==> src/rtl/fifo_wr_arbiter_if.sv <==
// Write-side bundle between NUM_REQ producers, the round-robin arbiter and the fifo write port.
// The arbiter connects through the slave modport; producers and the fifo connect through master.
interface fifo_wr_arbiter_if #(
  parameter int NUM_REQ = 4,
  parameter int DATA_W  = 8,
  parameter int ID_W    = $clog2(NUM_REQ)
);
  logic [NUM_REQ-1:0]        req_valid;
  logic [NUM_REQ*DATA_W-1:0] req_data;
  logic [NUM_REQ-1:0]        req_last;
  logic [NUM_REQ-1:0]        req_ready;
  logic                      fifo_full;
  logic                      fifo_wr_en;
  logic [DATA_W-1:0]         fifo_wr_data;
  logic                      grant_vld;
  logic [ID_W-1:0]           grant_id;
  logic                      burst_done;

  modport slave (
    input  req_valid, req_data, req_last, fifo_full,
    output req_ready, fifo_wr_en, fifo_wr_data, grant_vld, grant_id, burst_done
  );

  modport master (
    output req_valid, req_data, req_last, fifo_full,
    input  req_ready, fifo_wr_en, fifo_wr_data, grant_vld, grant_id, burst_done
  );
endinterface

==> src/rtl/fifo_wr_arbiter.sv <==
// Round-robin write-port arbiter: grants one producer per burst (ended by last or MAX_BURST beats)
// and passes its beats straight through to the fifo write port, stalling while the fifo is full.
module fifo_wr_arbiter #(
  parameter int NUM_REQ   = 4,
  parameter int DATA_W    = 8,
  parameter int MAX_BURST = 4
) (
  input logic              clk,
  input logic              rst,
  fifo_wr_arbiter_if.slave bus
);
  localparam int ID_W  = $clog2(NUM_REQ);
  localparam int CNT_W = $clog2(MAX_BURST + 1);

  typedef enum logic {IDLE, BURST} state_t;

  state_t             state, state_d;
  logic [ID_W-1:0]    grant_id, grant_id_d;
  logic               grant_vld, grant_vld_d;
  logic [CNT_W-1:0]   beat_cnt, beat_cnt_d;
  logic [ID_W-1:0]    last_grant, last_grant_d;
  logic               burst_done, burst_done_d;

  logic [ID_W-1:0]    rr_pick;
  logic [ID_W-1:0]    rr_cand;
  logic               beat;
  logic               burst_end;
  logic               wr_en;
  logic [NUM_REQ-1:0] ready;
  logic [DATA_W-1:0]  data_arr [NUM_REQ];

  // Round-robin search: walk backwards so the final assignment is the first valid
  // index after last_grant, which avoids a separate found flag.
  always_comb begin
    rr_pick = '0;
    rr_cand = '0;
    for (int k = NUM_REQ; k >= 1; k--) begin
      rr_cand = ID_W'((int'(last_grant) + k) % NUM_REQ);
      if (bus.req_valid[rr_cand]) rr_pick = rr_cand;
    end
  end

  always_comb begin
    for (int i = 0; i < NUM_REQ; i++) data_arr[i] = bus.req_data[i*DATA_W +: DATA_W];
  end

  assign beat      = bus.req_valid[grant_id] & ~bus.fifo_full;
  assign burst_end = bus.req_last[grant_id] | (beat_cnt == CNT_W'(MAX_BURST - 1));

  // State register. The reset aborts a burst in flight; the producer simply re-arbitrates.
  always_ff @(posedge clk or negedge rst) begin
    if (!rst) begin
      state      <= IDLE;
      grant_id   <= '0;
      grant_vld  <= 1'b0;
      beat_cnt   <= '0;
      last_grant <= ID_W'(NUM_REQ - 1);
      burst_done <= 1'b0;
    end else begin
      // NOTE: non-blocking assignments keep every register sampling pre-edge values.
      state      <= state_d;
      grant_id   <= grant_id_d;
      grant_vld  <= grant_vld_d;
      beat_cnt   <= beat_cnt_d;
      last_grant <= last_grant_d;
      burst_done <= burst_done_d;
    end
  end

  // Next-state logic.
  always_comb begin
    // NOTE: defaults first so no path leaves a variable unassigned (no latches).
    state_d      = state;
    grant_id_d   = grant_id;
    grant_vld_d  = grant_vld;
    beat_cnt_d   = beat_cnt;
    last_grant_d = last_grant;
    burst_done_d = 1'b0;
    unique case (state)
      IDLE: begin
        if (|bus.req_valid) begin
          state_d     = BURST;
          grant_id_d  = rr_pick;
          grant_vld_d = 1'b1;
          beat_cnt_d  = '0;
        end
      end
      BURST: begin
        if (beat) begin
          if (burst_end) begin
            state_d      = IDLE;
            grant_vld_d  = 1'b0;
            last_grant_d = grant_id;
            burst_done_d = 1'b1;
            beat_cnt_d   = '0;
          end else begin
            beat_cnt_d = beat_cnt + 1'b1;
          end
        end
      end
      default: state_d = IDLE;
    endcase
  end

  // Output logic: zero-latency pass-through from the granted producer to the fifo.
  always_comb begin
    wr_en = (state == BURST) & beat;
    ready = '0;
    if (wr_en) ready[grant_id] = 1'b1;
  end

  assign bus.fifo_wr_en   = wr_en;
  assign bus.fifo_wr_data = data_arr[grant_id];
  assign bus.req_ready    = ready;
  assign bus.grant_vld    = grant_vld;
  assign bus.grant_id     = grant_id;
  assign bus.burst_done   = burst_done;
endmodule

==> src/flat_wrapper.sv <==
// flat-port wrapper written by rule: the top's interface ports become plain ports
module fifo_wr_arbiter_flat 
#(
  parameter int NUM_REQ   = 4,
  parameter int DATA_W    = 8,
  parameter int MAX_BURST = 4
)
  (clk, rst, bus_req_valid, bus_req_data, bus_req_last, bus_fifo_full, bus_req_ready, bus_fifo_wr_en, bus_fifo_wr_data, bus_grant_vld, bus_grant_id, bus_burst_done);
  fifo_wr_arbiter_if #(.NUM_REQ(NUM_REQ), .DATA_W(DATA_W)) bus_i ();
  input logic clk;
  input logic rst;
  input wire logic [$bits(bus_i.req_valid)-1:0] bus_req_valid;
  input wire logic [$bits(bus_i.req_data)-1:0] bus_req_data;
  input wire logic [$bits(bus_i.req_last)-1:0] bus_req_last;
  input wire logic [$bits(bus_i.fifo_full)-1:0] bus_fifo_full;
  output wire logic [$bits(bus_i.req_ready)-1:0] bus_req_ready;
  output wire logic [$bits(bus_i.fifo_wr_en)-1:0] bus_fifo_wr_en;
  output wire logic [$bits(bus_i.fifo_wr_data)-1:0] bus_fifo_wr_data;
  output wire logic [$bits(bus_i.grant_vld)-1:0] bus_grant_vld;
  output wire logic [$bits(bus_i.grant_id)-1:0] bus_grant_id;
  output wire logic [$bits(bus_i.burst_done)-1:0] bus_burst_done;
  assign bus_i.req_valid = bus_req_valid;
  assign bus_i.req_data = bus_req_data;
  assign bus_i.req_last = bus_req_last;
  assign bus_i.fifo_full = bus_fifo_full;
  assign bus_req_ready = bus_i.req_ready;
  assign bus_fifo_wr_en = bus_i.fifo_wr_en;
  assign bus_fifo_wr_data = bus_i.fifo_wr_data;
  assign bus_grant_vld = bus_i.grant_vld;
  assign bus_grant_id = bus_i.grant_id;
  assign bus_burst_done = bus_i.burst_done;
  fifo_wr_arbiter #(.NUM_REQ(NUM_REQ), .DATA_W(DATA_W), .MAX_BURST(MAX_BURST)) u_core (.clk(clk), .rst(rst), .bus(bus_i));
endmodule
==> config.mk <==
export PLATFORM = sky130hd
export DESIGN_NAME = fifo_wr_arbiter_flat
export DESIGN_NICKNAME = d
export VERILOG_FILES = /design/src/rtl/fifo_wr_arbiter_if.sv /design/src/rtl/fifo_wr_arbiter.sv /design/src/flat_wrapper.sv
export SDC_FILE = /design/constraint.sdc
export NUM_CORES = 1
export LEC_CHECK = 0
export BUFFER_PORTS_ARGS = -buffer_cell sky130_fd_sc_hd__buf_2
export CORE_MARGIN = 5
export CORE_UTILIZATION = 30
export CTS_BUF_LIST = sky130_fd_sc_hd__clkbuf_4
export DETAILED_ROUTE_END_ITERATION = 10
export GPL_TIMING_DRIVEN = 0
export PLACE_DENSITY = 0.6
export RECOVER_POWER = 100
export SLEW_MARGIN = 25
export SYNTH_ARGS = -nofsm -noshare
export SYNTH_HDL_FRONTEND = slang
export SYNTH_SLANG_ARGS = --single-unit
==> constraint.sdc <==
create_clock -name clk -period 5.2 [get_ports clk]
set_clock_uncertainty 0.15 [all_clocks]
set_input_delay 0.26 -clock clk [delete_from_list [all_inputs] [get_ports clk]]
set_output_delay 0.26 -clock clk [all_outputs]
set_load 0.02 [all_outputs]
==> results.toml, run 1 <==
[place]
post-place-ws_ns = 3.31
hpwl_um = 1960
place.gp.congestion = 0.726
port_buffers = 59
place_area_um2 = 1160

[clock_network]
ctsLongestPathBuffers = 2
ctsRootBufferMaster = "clkbuf_4"
cts_sinks = 10
post_cts_resized = 0
clk_pin_slew_ns = 0.07
cts_setup_buffers = 0
holdBufCountCts = 1
cts_tree = "built"
clock_latency_ns = 0.25
h-tree-depth = 1
cts_buffers = 3

[routing]
m1WireLength_um = 949
routed.top_layer = "met4"
ant_nets = 0
dr_wl_met2_um = 1130
wl_um = 2360
vias = 860
dr_wl_met3_um = 272
dr.pass1.iters = 3
drc = 0
avgRoutedWirePerCell_um = 14.0
drt-initial-drc-count = 42
post_drt_via_cell_ratio = 5.12

[layout]
fin_area_um2 = 1140
finalNetCount = 183
drive_gt1_share_pct = 42.3
area_delta_synth_final_pct = 38.8
num_antenna_cells = 0

[sta]
setup_viol = 0
holdWs_ns = 0.205
tns_ns = 0
setup_slack_ns = 2.58
hold_viol_final = 0
period_needed_ns = 2.62
drv_slew = 0
worstMarginPinSlew_ns = 0.634
clock.fmax_mhz = 381
rsz0062_at_grt = "false"
max_slew_margin_pct = 57.3
fin_crit_sh_pct = 50.5

[worst_setup_path]
worstPathArrival_ns = 2.21
cp_max_fo = 10
cpLargestDelayFamily = "buffers and inverters"
crit_chain = "clkbuf_1 > clkbuf_1 > mux4_2 > clkbuf_1"
endpoint_kind = "output port"
crit_top_cell = "clkbuf_1"
r2r-start = "u_core.bus.grant_id[0]"
crit_buf_inv = 3
worst-path-stages = 4
crit_required_ns = 4.79
cp_slowest_cell = "mux4_2"
rr_worst_depth = 6
setup.worst_path.start = "u_core.bus.grant_id[0]"
cpPeakStageDelay_ns = 0.58
crit_type = "register to output port"
start_kind = "register"

[pwr]
switching_share_pct = 45.6
seq_power_share_pct = 25.9
internal-power_w = 0.000284
leakagePower_nw = 0.543
power.switching_w = 0.000239
ir_worst_vdd_mv = 0.260
power_frac_clock_pct = 10.0
power_frac_comb_pct = 64.1
p_per_area_nw_per_um2 = 458
power_w = 0.000523

[min_path]
hold_path.class = "primary input to register"
holdPathStages = 3
worstHoldStart = "bus_req_valid[2]"

[floorplan]
start_util_pct = 30.6
die_x_um = 62.3
core_region_area_um2 = 2690
rows = 19
die_h_um = 62.3
die_area_um2 = 3890
pin_count = 60

[yosys]
syn_nets = 118
seq_area_frac_synth_pct = 30.7
ys_ff_latch = 10
syn_inst = 73
syn-mean-instance-area_um2 = 11.3
ys_warn_count = 0
syn_area_um2 = 822
synth.distinct_cells = 30

[grt]
grt_use_total_pct = 12.3
grt_pass1_wl_um = 4040
gr-total-overflow = 0
antenna_found_initial = 0
grt_pass1_vias = 909
grt_max_degree = 11

[job]
cap_violations = 0

[run_status]
status = "finished clean"
==> cell usage in the layout (no fill, tap or decap), types with 2 or more instances in the layout <==
master and instances:
a21oi_1 2, buf_2 42, clkbuf_1 22, clkbuf_4 3
dfrtp_1 8, dfstp_2 2, ha_1 2, inv_1 6
mux2_4 2, mux4_1 3, mux4_2 7, nand2_1 8
nand2b_1 2, nand3_1 3, nor2_1 3, o21ai_0 7
o22ai_1 2
==> cell type report <==
class | count | area (µm²)
buffer | 5 | 20.0
clock buffer | 3 | 22.5
clock inverter | 1 | 3.75
fill | 271 | 1550
inverter | 7 | 27.5
multi-input combinational | 51 | 493
sequential | 10 | 253
tap | 31 | 38.8
timing repair buffer | 60 | 283
==> synth_stat cells, drive strengths merged <==
cell type / number / share of area [%]
clkbuf: 2 / 0.91
nand3: 3 / 1.8
nor4b: 1 / 1.1
nor2b: 1 / 0.76
a21oi: 2 / 1.2
or2: 1 / 0.76
nor3b: 1 / 0.91
mux2: 2 / 3.7
a21boi: 1 / 0.91
inv: 7 / 3.5
mux2i: 1 / 1.2
ha: 2 / 3.0
buf: 3 / 2.6
nand2: 8 / 4.6
a31o: 1 / 1.1
o21ai: 7 / 5.6
nor4: 1 / 0.76
dfstp: 2 / 6.4
mux4: 10 / 29
dfrtp: 8 / 24
o31a: 1 / 1.1
nor2: 3 / 1.4
o22ai: 2 / 1.5
nor3: 1 / 0.61
nand2b: 2 / 1.5
==> worst reg2reg max path, cell delays in order, from the launching register on <==
cell and delay, ns:
dfrtp_1 0.34, clkbuf_1 0.34, mux4_2 0.55, nand2_1 0.20
clkinvlp_2 0.17, o21ai_0 0.27, mux2_4 0.35
==> path summary, 6_finish.rpt <==
kind / to / slack [ns]
worst max-delay path: bus_fifo_wr_data[3] / 2.58
worst min-delay path: u_core.state / 0.21
worst max register to register: u_core.last_grant[1] / 2.74
worst min register to register: u_core.beat_cnt[0] / 0.36
max in group asynchronous: u_core.last_grant[1] / 4.18
min in group asynchronous: u_core.beat_cnt[1] / 0.35
==> power groups by stage <==
stage / combinational [W] / sequential [W] / clock [W]
final: 0.000335 / 0.000135 / 0.0000522
after global routing: 0.000373 / 0.000141 / 0.0000599
after floorplan: 0.000255 / 0.000150 / 0
after global placement: 0.000368 / 0.000135 / 0
after CTS: 0.000374 / 0.000136 / 0.0000543
after detailed placement: 0.000372 / 0.000137 / 0
==> logic make-up after synthesis <==
logic type | after synthesis | share of synthesized area, %
compound gates | 14 | 11.4
flops | 10 | 30.7
simple gates | 22 | 14.2
fa+ha+maj | 2 | 3.04
mux | 13 | 33.6
buf+inv | 12 | 7.00
==> metal layers <==
metal | vias to the layer above | track usage (%)
li1 | 404 | -
met1 | 408 | 13.9
met2 | 46 | 22.0
met3 | 2 | 4.14
met4 | 0 | 3.18
met5 | - | 0
==> through the flow <==
stage                     utilization (%)  std cells
after floorplan                         -         73
after global placement               43.0        163
after detailed placement             43.0        163
after CTS                            44.4        168
after global routing                 42.5        168
final                                42.5        168
==> registers in the layout, indices dropped and copies added, names as in the netlist <==
| register | count |
|---|---|
| u_core.bus.grant_vld | 1 |
| u_core.state | 1 |
| u_core.beat_cnt | 3 |
| u_core.bus.grant_id | 2 |
| u_core.last_grant | 2 |
| u_core.bus.burst_done | 1 |
No activity file was read; power rests on OpenSTA's default activity.
==> inputs of run 2 (changes only) <==
Settings changed: ABC_AREA from default to 1.
Clock period 5.2 ns to 2.1 ns, I/O delays scaled along.
==> results.toml, run 2 <==
[run_status]
status = "finished clean"

[sta]
setup_slack_ns = 0.140
clock.fmax_mhz = 510
max_slew_margin_pct = 63.8
tns_ns = 0
setup_viol = 0
rsz0062_at_grt = "false"
hold_viol_final = 0
period_needed_ns = 1.96
fin_crit_sh_pct = 93.3
worstMarginPinSlew_ns = 0.543
drv_slew = 0

[grt]
antenna_found_initial = 0
grt_pass1_wl_um = 4710
gr-total-overflow = 0
grt_use_total_pct = 13.4
grt_pass1_vias = 1077
grt_max_degree = 11

[layout]
finalNetCount = 259
regArea_um2 = 253
largest_register_ffs = 3
drive_gt1_share_pct = 34.3
largest_registers = "u_core.beat_cnt x3, u_core.bus.grant_id x2, u_core.last_grant x2"
nFillCells = 346
num_antenna_cells = 0
area_delta_synth_final_pct = 37.1
final_cell_mix = "52 x nand2_1, 43 x buf_2, 24 x nand3_1, 15 x inv_1, 13 x clkbuf_1"
multiInputGateArea_um2 = 583
fin_area_um2 = 1310
layout_commonest_cell = "nand2_1"
regMostFlops = "u_core.beat_cnt"

[yosys]
yosysTopAreaCell = "dfrtp_1"
syn_area_um2 = 958
ys_ff_latch = 10
async_flop_share_pct = 100
netlist_top_cells_area = "dfrtp_1 21%, nand2_1 20%, nand3_1 13%"
syn_inst = 149
synth-edff-count = 0
synth.distinct_cells = 24
ys.flop_type = "dfrtp_1"
synthTopCellsByCount = "51 x nand2_1, 24 x nand3_1, 15 x inv_1"
syn-mean-instance-area_um2 = 6.43
seq_area_frac_synth_pct = 26.4
syn_nets = 194
yosys.area.top_type_share_pct = 20.9
ys_warn_count = 0
yosysMostFrequentCell = "nand2_1"

[floorplan]
core_region_area_um2 = 3050
rows = 20
start_util_pct = 31.4
die_area_um2 = 4420
pin_count = 60
die_h_um = 66.5
die_x_um = 66.5

[min_path]
holdPathStages = 6
hold_path.class = "primary input to register"

[place]
port_buffers = 59
hpwl_um = 2470
place.gp.congestion = 0.750
place_area_um2 = 1310
post-place-ws_ns = 0.354

[clock_network]
ctsRootBufferMaster = "clkbuf_4"
ctsLongestPathBuffers = 2
cts_buffers = 3
post_cts_resized = 0
clk_pin_slew_ns = 0.06
h-tree-depth = 1
cts_sinks = 10
clock_latency_ns = 0.26
cts_tree = "built"

[pwr]
leakagePower_nw = 0.748
internal-power_w = 0.000792
ir_worst_vdd_mv = 0.623
p_per_area_nw_per_um2 = 1370
seq_power_share_pct = 20.2
power.switching_w = 0.00101
power_frac_comb_pct = 71.3
switching_share_pct = 56.1
power_frac_clock_pct = 8.4

[routing]
avgRoutedWirePerCell_um = 11.4
ant_nets = 0
vias = 1171
dr.pass1.iters = 4
wl_um = 2940
drc = 0
post_drt_via_cell_ratio = 4.56
drt-initial-drc-count = 28

[worst_setup_path]
rr_worst_depth = 10
cpPeakStageDelay_ns = 0.48
crit_type = "register to output port"
start_kind = "register"
crit_chain = "nor2_4 > inv_2 > o22ai_2 > o21ai_2 > nor2_1 > clkbuf_2"
cp_slowest_cell = "dfrtp_1"
worstPathArrival_ns = 1.70
cp_max_fo = 9
cpLargestDelayFamily = "flip-flops"
worst-path-stages = 6
crit_required_ns = 1.85
crit_buf_inv = 2
endpoint_kind = "output port"

[job]
cap_violations = 0
run 2: changes by cell type after synthesis, sizes merged, moves of 2 or more:
| cell | delta |
|---|---|
| clkbuf | -2 |
| mux4 | -10 |
| mux2 | -2 |
| nand3 | +22 |
| nor2 | +9 |
| a21oi | -2 |
| nand2 | +47 |
| o21ai | -2 |
| nand2b | -2 |
| a22oi | +8 |
| inv | +15 |
| nand4 | +2 |
run 2: path summary, 6_finish.rpt:
check,startpoint,endpoint,slack [ns]
max in group asynchronous,rst,u_core.last_grant[0],1.25
hold / removal,bus_req_last[1],u_core.beat_cnt[1],0.1
setup / recovery,u_core.bus.grant_id[0],bus_req_ready[1],0.14
hold reg to reg,u_core.bus.grant_vld,u_core.bus.grant_vld,0.33
setup reg to reg,u_core.bus.grant_id[1],u_core.last_grant[1],0.29
min in group asynchronous,rst,u_core.beat_cnt[2],0.18
run 2: repair_timing:
item	in CTS	in global routing
endpoints found under the hold margin	10	0
hold buffers	1	0
buffers inserted	0	0
run 2: worst reg2reg max path: cells and delay by family (launching register included):
family                 cells  cell delay, ns
AO/OA/AOI/OAI              1            0.06
AND/OR/NAND/NOR            6            0.80
buffers and inverters      3            0.24
flip-flops                 1            0.50
run 2: cell type report:
cell class,count,share of cell area (%)
buffer,3,1.62
clock buffer,4,2.29
inverter,22,6.29
multi-input combinational,114,44.4
sequential,10,19.2
tap,44,4.19
timing repair buffer,60,22.0
run 2: logic make-up after synthesis:
family	Yosys count	share of synthesized area [%]
compound gates	16	12.9
mux	1	1.04
fa+ha+maj	2	2.61
simple gates	95	46.2
buf+inv	25	10.8
flops	10	26.4
run 2: power groups by stage:
stage / Combinational [W] / Sequential [W] / Clock [W]
3_3_place_gp: 0.00138 / 0.000373 / 0
5_1_grt: 0.00148 / 0.000378 / 0.000169
4_1_cts: 0.00138 / 0.000367 / 0.000157
6_report: 0.00129 / 0.000365 / 0.000152
2_1_floorplan: 0.000964 / 0.000400 / 0
3_5_place_dp: 0.00138 / 0.000371 / 0
run 2: routing by layer:
metal | part of all wire [%] | vias to the layer above | track usage (%)
met3 | 16 | 2 | 6.91
met4 | 0.31 | 0 | 1.52
li1 | - | 616 | -
met5 | 0 | - | 0
met2 | 40 | 59 | 22.3
met1 | 44 | 494 | 15.8
run 2: per-stage QoR:
stage | hold WS [ns] | util (%) | power (W) | std cells
2_1_floorplan | -0.341 | - | 0.00136 | 149
3_3_place_gp | -0.174 | 42.9 | 0.00175 | 252
3_5_place_dp | -0.172 | 42.9 | 0.00175 | 252
4_1_cts | 0.0734 | 44.2 | 0.00191 | 257
5_1_grt | 0.135 | 43.0 | 0.00202 | 257
6_report | 0.0974 | 43.0 | 0.00181 | 257
